==> src/rtl/display_selector_pkg.sv <==
// ---------------------------------------------------------------------------
// display_selector_pkg
//   Shared definitions for the clock display path: the display mode
//   encoding driven on Modo, the default PS/2 scan codes that control the
//   selector, and small helpers used by the mode FSM. The keyboard decoder
//   and the clock display top import this same package so scan codes and
//   mode values are defined in exactly one place.
// ---------------------------------------------------------------------------
package display_selector_pkg;

    // Encoding of the Modo output.
    typedef enum logic [1:0] {
        MODE_MANUAL = 2'b00,
        MODE_AUTO   = 2'b01,
        MODE_HOLD   = 2'b10
    } mode_e;

    // Default PS/2 set-2 make codes.
    localparam logic [7:0] KEY_NEXT_DEF = 8'h74;  // right arrow
    localparam logic [7:0] KEY_PREV_DEF = 8'h6B;  // left arrow
    localparam logic [7:0] KEY_AUTO_DEF = 8'h6C;  // home
    localparam logic [7:0] KEY_HOLD_DEF = 8'h29;  // space

    // Channel stepping and auto-cycling are only permitted outside HOLD.
    function automatic logic mode_is_live(input mode_e m);
        return m != MODE_HOLD;
    endfunction

endpackage : display_selector_pkg

==> src/rtl/dwell_timer.sv <==
// ---------------------------------------------------------------------------
// dwell_timer
//   Counts clk cycles while enabled and produces a single-cycle tick when
//   the count reaches DWELL-1; the count wraps to zero on that same edge,
//   so consecutive ticks are exactly DWELL cycles apart. When disabled the
//   count is held. A clear request always wins: it zeroes the count and
//   suppresses a tick that would otherwise fire in the same cycle.
//
// Ports
//   clk     in   system clock, rising edge
//   reset   in   synchronous, active-high reset
//   enable  in   count this cycle
//   clear   in   zero the count (priority over enable and tick)
//   tick    out  high in the cycle the count is at DWELL-1 and enabled
// ---------------------------------------------------------------------------
module dwell_timer #(
    parameter int DWELL = 100_000_000
) (
    input  logic clk,
    input  logic reset,
    input  logic enable,
    input  logic clear,
    output logic tick
);

    localparam int CNT_W = (DWELL > 2) ? $clog2(DWELL) : 1;
    localparam logic [CNT_W-1:0] CNT_MAX = CNT_W'(DWELL - 1);

    logic [CNT_W-1:0] cnt_q;
    logic [CNT_W-1:0] cnt_d;
    logic             at_max;

    assign at_max = (cnt_q == CNT_MAX);

    // tick is combinational so the consumer steps on the same edge the
    // count wraps, keeping the channel period exactly DWELL cycles.
    assign tick = enable && !clear && at_max;

    // NOTE: every signal written in always_comb gets a default on the first
    // line so no path leaves it unassigned and no latch is inferred.
    always_comb begin
        cnt_d = cnt_q;
        if (clear) begin
            cnt_d = '0;
        end else if (enable) begin
            cnt_d = at_max ? '0 : cnt_q + CNT_W'(1);
        end
    end

    // NOTE: state registers use non-blocking assignments so every flop
    // samples the pre-edge values, independent of statement order.
    always_ff @(posedge clk) begin
        if (reset) begin
            cnt_q <= '0;
        end else begin
            cnt_q <= cnt_d;
        end
    end

endmodule : dwell_timer

==> src/rtl/display_selector.sv <==
// ---------------------------------------------------------------------------
// display_selector
//   Chooses which of N_CH display channels (time, date, timer, ...) drives
//   the three display fields. A PS/2 key FSM selects MANUAL stepping, AUTO
//   cycling (one channel every DWELL cycles) or HOLD, which freezes both the
//   channel index and the displayed fields until HOLD is pressed again and
//   the previous mode is restored.
//
// Ports
//   clk          in   system clock, rising edge
//   reset        in   synchronous, active-high reset
//   Estado       in   8-bit scan code, qualified by Tecla_valid
//   Tecla_valid  in   one-cycle strobe marking Estado valid
//   Campo_1      in   N_CH packed field-1 values, channel k at [k*W1 +: W1]
//   Campo_2      in   N_CH packed field-2 values, channel k at [k*W2 +: W2]
//   Campo_3      in   N_CH packed field-3 values, channel k at [k*W3 +: W3]
//   Salida_1..3  out  registered fields of the displayed channel
//   Canal        out  index of the displayed channel
//   Modo         out  current mode (00 MANUAL, 01 AUTO, 10 HOLD)
//   Cambio       out  one-cycle pulse in the first cycle of a new Canal
// ---------------------------------------------------------------------------
module display_selector
    import display_selector_pkg::*;
#(
    parameter int         N_CH     = 3,
    parameter int         W1       = 7,
    parameter int         W2       = 6,
    parameter int         W3       = 5,
    parameter int         DWELL    = 100_000_000,
    parameter logic [7:0] KEY_NEXT = KEY_NEXT_DEF,
    parameter logic [7:0] KEY_PREV = KEY_PREV_DEF,
    parameter logic [7:0] KEY_AUTO = KEY_AUTO_DEF,
    parameter logic [7:0] KEY_HOLD = KEY_HOLD_DEF
) (
    input  logic                       clk,
    input  logic                       reset,
    input  logic [7:0]                 Estado,
    input  logic                       Tecla_valid,
    input  logic [N_CH*W1-1:0]         Campo_1,
    input  logic [N_CH*W2-1:0]         Campo_2,
    input  logic [N_CH*W3-1:0]         Campo_3,
    output logic [W1-1:0]              Salida_1,
    output logic [W2-1:0]              Salida_2,
    output logic [W3-1:0]              Salida_3,
    output logic [$clog2(N_CH)-1:0]    Canal,
    output logic [1:0]                 Modo,
    output logic                       Cambio
);

    localparam int CW = $clog2(N_CH);
    localparam logic [CW-1:0] CH_LAST = CW'(N_CH - 1);

    // Registered state
    mode_e          mode_q,   mode_d;
    mode_e          saved_q,  saved_d;   // mode to return to when HOLD ends
    logic [CW-1:0]  canal_q,  canal_d;
    logic [W1-1:0]  sal1_q,   sal1_d;
    logic [W2-1:0]  sal2_q,   sal2_d;
    logic [W3-1:0]  sal3_q,   sal3_d;
    logic           cambio_q, cambio_d;

    // Key decode and timer handshake
    logic key_step;     // a NEXT/PREV key was accepted this cycle
    logic enter_auto;   // MANUAL -> AUTO transition this cycle
    logic dwell_tick;
    int unsigned sel;

    // -----------------------------------------------------------------------
    // Dwell timer: runs only in AUTO. A manual step or entry into AUTO
    // restarts the period; the clear also masks a coincident tick, which is
    // how a key step wins over dwell expiry.
    // -----------------------------------------------------------------------
    dwell_timer #(
        .DWELL (DWELL)
    ) u_dwell_timer (
        .clk    (clk),
        .reset  (reset),
        .enable (mode_q == MODE_AUTO),
        .clear  (key_step || enter_auto),
        .tick   (dwell_tick)
    );

    // -----------------------------------------------------------------------
    // Next-state logic
    // -----------------------------------------------------------------------
    always_comb begin
        mode_d     = mode_q;
        saved_d    = saved_q;
        canal_d    = canal_q;
        key_step   = 1'b0;
        enter_auto = 1'b0;
        sel        = int'(canal_q);

        if (Tecla_valid) begin
            case (Estado)
                KEY_NEXT: begin
                    if (mode_is_live(mode_q)) begin
                        key_step = 1'b1;
                        canal_d  = (canal_q == CH_LAST) ? '0 : canal_q + CW'(1);
                    end
                end
                KEY_PREV: begin
                    if (mode_is_live(mode_q)) begin
                        key_step = 1'b1;
                        canal_d  = (canal_q == '0) ? CH_LAST : canal_q - CW'(1);
                    end
                end
                KEY_AUTO: begin
                    if (mode_q == MODE_MANUAL) begin
                        mode_d     = MODE_AUTO;
                        enter_auto = 1'b1;
                    end else if (mode_q == MODE_AUTO) begin
                        mode_d = MODE_MANUAL;
                    end
                end
                KEY_HOLD: begin
                    if (mode_q == MODE_HOLD) begin
                        mode_d = saved_q;
                    end else begin
                        saved_d = mode_q;
                        mode_d  = MODE_HOLD;
                    end
                end
                default: ;
            endcase
        end

        // The timer already suppresses the tick during a key step, so an
        // auto advance never stacks on top of a manual one.
        if (dwell_tick) begin
            canal_d = (canal_q == CH_LAST) ? '0 : canal_q + CW'(1);
        end

        // Fields follow the channel registered last cycle, giving the
        // one-cycle lag between a Canal change and the new Salida values.
        // In HOLD the inputs are not sampled at all.
        if (mode_is_live(mode_q)) begin
            sal1_d = Campo_1[sel*W1 +: W1];
            sal2_d = Campo_2[sel*W2 +: W2];
            sal3_d = Campo_3[sel*W3 +: W3];
        end else begin
            sal1_d = sal1_q;
            sal2_d = sal2_q;
            sal3_d = sal3_q;
        end

        cambio_d = (canal_d != canal_q);
    end

    // -----------------------------------------------------------------------
    // Mode FSM and output registers
    // -----------------------------------------------------------------------
    always_ff @(posedge clk) begin
        if (reset) begin
            mode_q   <= MODE_MANUAL;
            saved_q  <= MODE_MANUAL;
            canal_q  <= '0;
            // NOTE: the field registers are reset too, because the display
            // must show zeros rather than stale data right after reset.
            sal1_q   <= '0;
            sal2_q   <= '0;
            sal3_q   <= '0;
            cambio_q <= 1'b0;
        end else begin
            mode_q   <= mode_d;
            saved_q  <= saved_d;
            canal_q  <= canal_d;
            sal1_q   <= sal1_d;
            sal2_q   <= sal2_d;
            sal3_q   <= sal3_d;
            cambio_q <= cambio_d;
        end
    end

    assign Salida_1 = sal1_q;
    assign Salida_2 = sal2_q;
    assign Salida_3 = sal3_q;
    assign Canal    = canal_q;
    assign Modo     = mode_q;
    assign Cambio   = cambio_q;

endmodule : display_selector

==> config.mk <==
export PLATFORM = sky130hd
export DESIGN_NAME = display_selector
export DESIGN_NICKNAME = d
export VERILOG_FILES = /design/src/rtl/display_selector_pkg.sv /design/src/rtl/dwell_timer.sv /design/src/rtl/display_selector.sv
export SDC_FILE = /design/constraint.sdc
export NUM_CORES = 1
export LEC_CHECK = 0
export CAP_MARGIN = 20
export CELL_PAD_IN_SITES_DETAIL_PLACEMENT = 1
export CELL_PAD_IN_SITES_GLOBAL_PLACEMENT = 1
export CORE_MARGIN = 2
export CORE_UTILIZATION = 37
export DETAILED_ROUTE_END_ITERATION = 8
export HOLD_SLACK_MARGIN = 0.15
export PLACE_DENSITY = 0.92
export SYNTH_ARGS = -nofsm -noshare
export SYNTH_HDL_FRONTEND = slang
export SYNTH_SLANG_ARGS = --single-unit
==> constraint.sdc <==
create_clock -name clk -period 3.2 [get_ports clk]
set_input_delay 0.32 -clock clk [delete_from_list [all_inputs] [get_ports clk]]
set_output_delay 0.32 -clock clk [all_outputs]
set_load 0.01 [all_outputs]
==> impl.org <==
** Routing
- Violation count after the first detailed-routing iteration :: 102
- Once detail routing completed, the nets flagged for antenna violations numbered 0.
- Wire length after detailed routing :: around 9.2 mm
- The first detailed-routing pass took 4 iterations.
- Dividing the detail-routed via count by the number of cells gives 5.61.
- After detailed routing, the average wire length per cell comes to between 15 and 20 µm.
- After detailed routing, the number of remaining DRC violations is 0.
- Vias after detailed routing :: 2998

** Logic synthesis
- Synthesized net count :: 424
- A synthesized cell averages a little over 8 µm².
- For this run, the leading register cell type out of synthesis is dfxtp_1.
- Number of flops mapped to enable cells by yosys :: 0
- Total of flip-flops plus latches after synthesis :: 52
- Area of the mapped netlist :: ~0.0029 mm²
- Share of synthesized area occupied by flip-flops and latches :: between 30 and 40%
- Unique cell type count in the Yosys netlist :: 52
- Number of synthesis warnings :: 0
- For this run, asynchronously set or reset flops after synthesis account for 0%.
- Counting every instance in the synthesized netlist gives roughly 360.

** Finish
- Share of post-route cells with drive strength above 1 :: roughly 5.6%
- At the end of the flow, the number of nets in the layout was 500.
- Post-layout util :: 51.2%
- The library cell used most frequently in the layout, excluding fill and tap cells, is clkdlybuf4s50_1.
- The area growth from synthesis to layout is 34.5%.
- Commonest cells after routing, fill and taps aside :: clkdlybuf4s50_1 (87), dfxtp_1 (52), nor2_1 (44)
- The number of antenna diodes in the final layout is 0.

** Critical path
- Crit path cell chain :: ha_1 > nand3_1 > or2_1 > or3_1 > nand2_2 > nor3_1
- CP Launch Type :: flop
- Cell with the biggest individual delay on the critical path :: or3_1
- STA classifies the critical path endpoint as a flop.
- Data on the critical path arrives at its endpoint at roughly 2.5 ns.
- For flop-to-flop paths, the worst setup slack is 0.87 ns.
- WP data required :: between 3 and 4 ns
- Origin of the critical flop-to-flop path :: u_dwell_timer.cnt_q[0]
- The critical path in this run is classified as reg -> reg.
- Critical path fanouts, max :: 26
- Startpoint of the worst setup timing path :: u_dwell_timer.cnt_q[0]
- Worst path max stage delay :: around 0.51 ns

** Clock network
- Once the clock tree was built, the setup fixing pass inserted 0 buffers.
- The clock passes through at most 2 buffers.
- Reg clk slew, reported paths :: approximately 0.10 ns
- Hold Buf Count CTS :: 0
- TritonCTS built the clock tree.
- TritonCTS buffer count :: 5
- Clock Tree Root :: clkbuf_8
- Clock network latency to the later pin of the worst-skew pair :: around 0.32 ns
- H-tree levels :: 2
- Gates resized during post-CTS repair numbered 0.
- TritonCTS Sinks :: 52

** Flow run
- The tool flagged a number of max-cap violations equal to 0.

** Floorplanning
- Row generation in the floorplan step produced 32 rows.
- The die is around 93 µm tall.
- For this configuration, the core starts out at a cell density of 38.1%.
- Die W :: 93.2 µm
- Core ar. :: 0.00773 mm²
- Ports :: 88
- Die area :: just under 0.009 mm²

** Place
- Detailed Place HPWL :: 6.51 mm
- At the end of routability-driven placement, the weighted congestion stood at ~0.81.
- Port buffer count :: 87

** STA
- Setup TNS :: 0 ns
- Total count of hold-check failures in the final report :: 0
- Max-slew violation count :: 0
- Period Utilization, post-route :: between 70 and 80%
- Setup violations remaining at the end of the flow were counted as 0.
- Slew @ Worst Pin :: between 0.7 and 0.8 ns
- Final critical-path required period :: approximately 2.3 ns
- Setup repair after global routing left no endpoint under its margin.
- Clock Skews :: about 0.0092 ns
- Timing would allow up to 429 MHz.
- The worst pin sits at a relative slew slack of 47.7%.

** Global routing
- First-pass GRT wire length :: about 15 mm
- Initial antenna violation count :: 0
- Entering global routing, the biggest net connects 41 pins.
- Global routing used a little over a fifth of the available tracks.
- Remaining Overflow, GRT :: 0
- The number of global-route vias before repair was about 3200.

** Min path
- Worst min-delay path startpoint :: saved_q[1]
- Worst Hold Class :: reg -> reg

** Pwr
- IR analysis of the VDD net gives a maximum drop of between 150 and 200 µV.
- For this design the ratio of total power to cell area is about 310 mW/mm².
- Pleak :: roughly 1.3 nW

** Outcome
- The run finished with clean final reports.
[sequential cells by signal, summed over array words and instances (netlist names)]
register,count
Modo,2
u_dwell_timer.cnt_q,27
Salida_2,6
Canal,2
Salida_3,5
Cambio,1
saved_q,2
Salida_1,7
[stage by stage]
stage	total power, mW	area (µm²)	setup slack, ns	hold slack [ns]	cells
6_report	1.24	3960	0.867	0.481	534
5_1_grt	1.28	3960	0.718	0.499	534
4_1_cts	1.24	3960	0.814	0.482	534
3_5_place_dp	0.849	3860	0.809	0.462	526
3_3_place_gp	0.841	3860	0.927	0.443	526
2_1_floorplan	0.729	2940	1.20	0.393	355
[cells in the mapped netlist, types with 3 or more instances]
master / number / share of area (%)
or3_1: 3 / 0.64
clkbuf_1: 10 / 1.3
dfxtp_1: 52 / 35
and4_1: 5 / 1.5
nand3_1: 12 / 2.0
mux2i_1: 18 / 6.1
a21oi_1: 25 / 4.3
buf_1: 3 / 0.38
ha_1: 4 / 1.7
xnor2_1: 12 / 3.6
o211ai_1: 4 / 1.0
nand2_1: 16 / 2.0
nor4_1: 9 / 1.9
nor3_1: 32 / 5.4
a211oi_1: 22 / 5.6
inv_1: 6 / 0.77
nand4_1: 9 / 1.9
buf_2: 6 / 1.0
and3_1: 4 / 0.85
xor2_1: 15 / 4.5
nor2b_1: 3 / 0.64
o21ai_0: 3 / 0.51
nor2_1: 44 / 5.6
[path summary, 6_finish.rpt]
path | endpoint | depth (start not counted)
setup / recovery | u_dwell_timer.cnt_q[15] | 6
setup reg to reg | u_dwell_timer.cnt_q[15] | 6
hold / removal | saved_q[1] | 2
hold reg to reg | saved_q[1] | 2
[power by group]
group | internal, mW | switching, mW
clock | 0.158 | 0.247
sequential | 0.660 | 0.00722
combinational | 0.108 | 0.0596
[cell type report]
type	instances	area [µm²]
Sequential cell	52	1040
Clock inverter	3	22.5
Fill cell	924	3770
Inverter	6	22.5
Timing Repair Buffer	93	916
Tap cell	102	128
Clock buffer	5	68.8
Multi-Input combinational cell	273	1760
[per-layer routing]
| layer | vias to the layer above | track usage [%] | wire, µm |
|---|---|---|---|
| met1 | 1457 | 26.8 | 3890 |
| met5 | - | 0 | 0 |
| met2 | 86 | 38.3 | 4630 |
| li1 | 1446 | - | - |
| met3 | 9 | 5.64 | 550 |
| met4 | 0 | 5.02 | 91 |
[critical path, delay by kind of cell, from the launching register on]
family | cells | cell delay, ns
fa+ha+maj | 1 | 0.20
flops | 1 | 0.42
simple gates | 5 | 1.59
[cells by family (layout without fill, tap and decap cells)]
| logic type | count (synthesis) | in the layout | share of synthesized area, % |
|---|---|---|---|
| simple gates | 156 | 156 | 28.5 |
| compound gates | 68 | 68 | 15.4 |
| flops | 52 | 52 | 35.4 |
| buf+inv | 30 | 107 | 4.89 |
| xor+xnor | 27 | 27 | 8.04 |
| mux | 18 | 18 | 6.12 |
| fa+ha+maj | 4 | 4 | 1.70 |
Note: power is estimated with default switching activity, not from simulation.
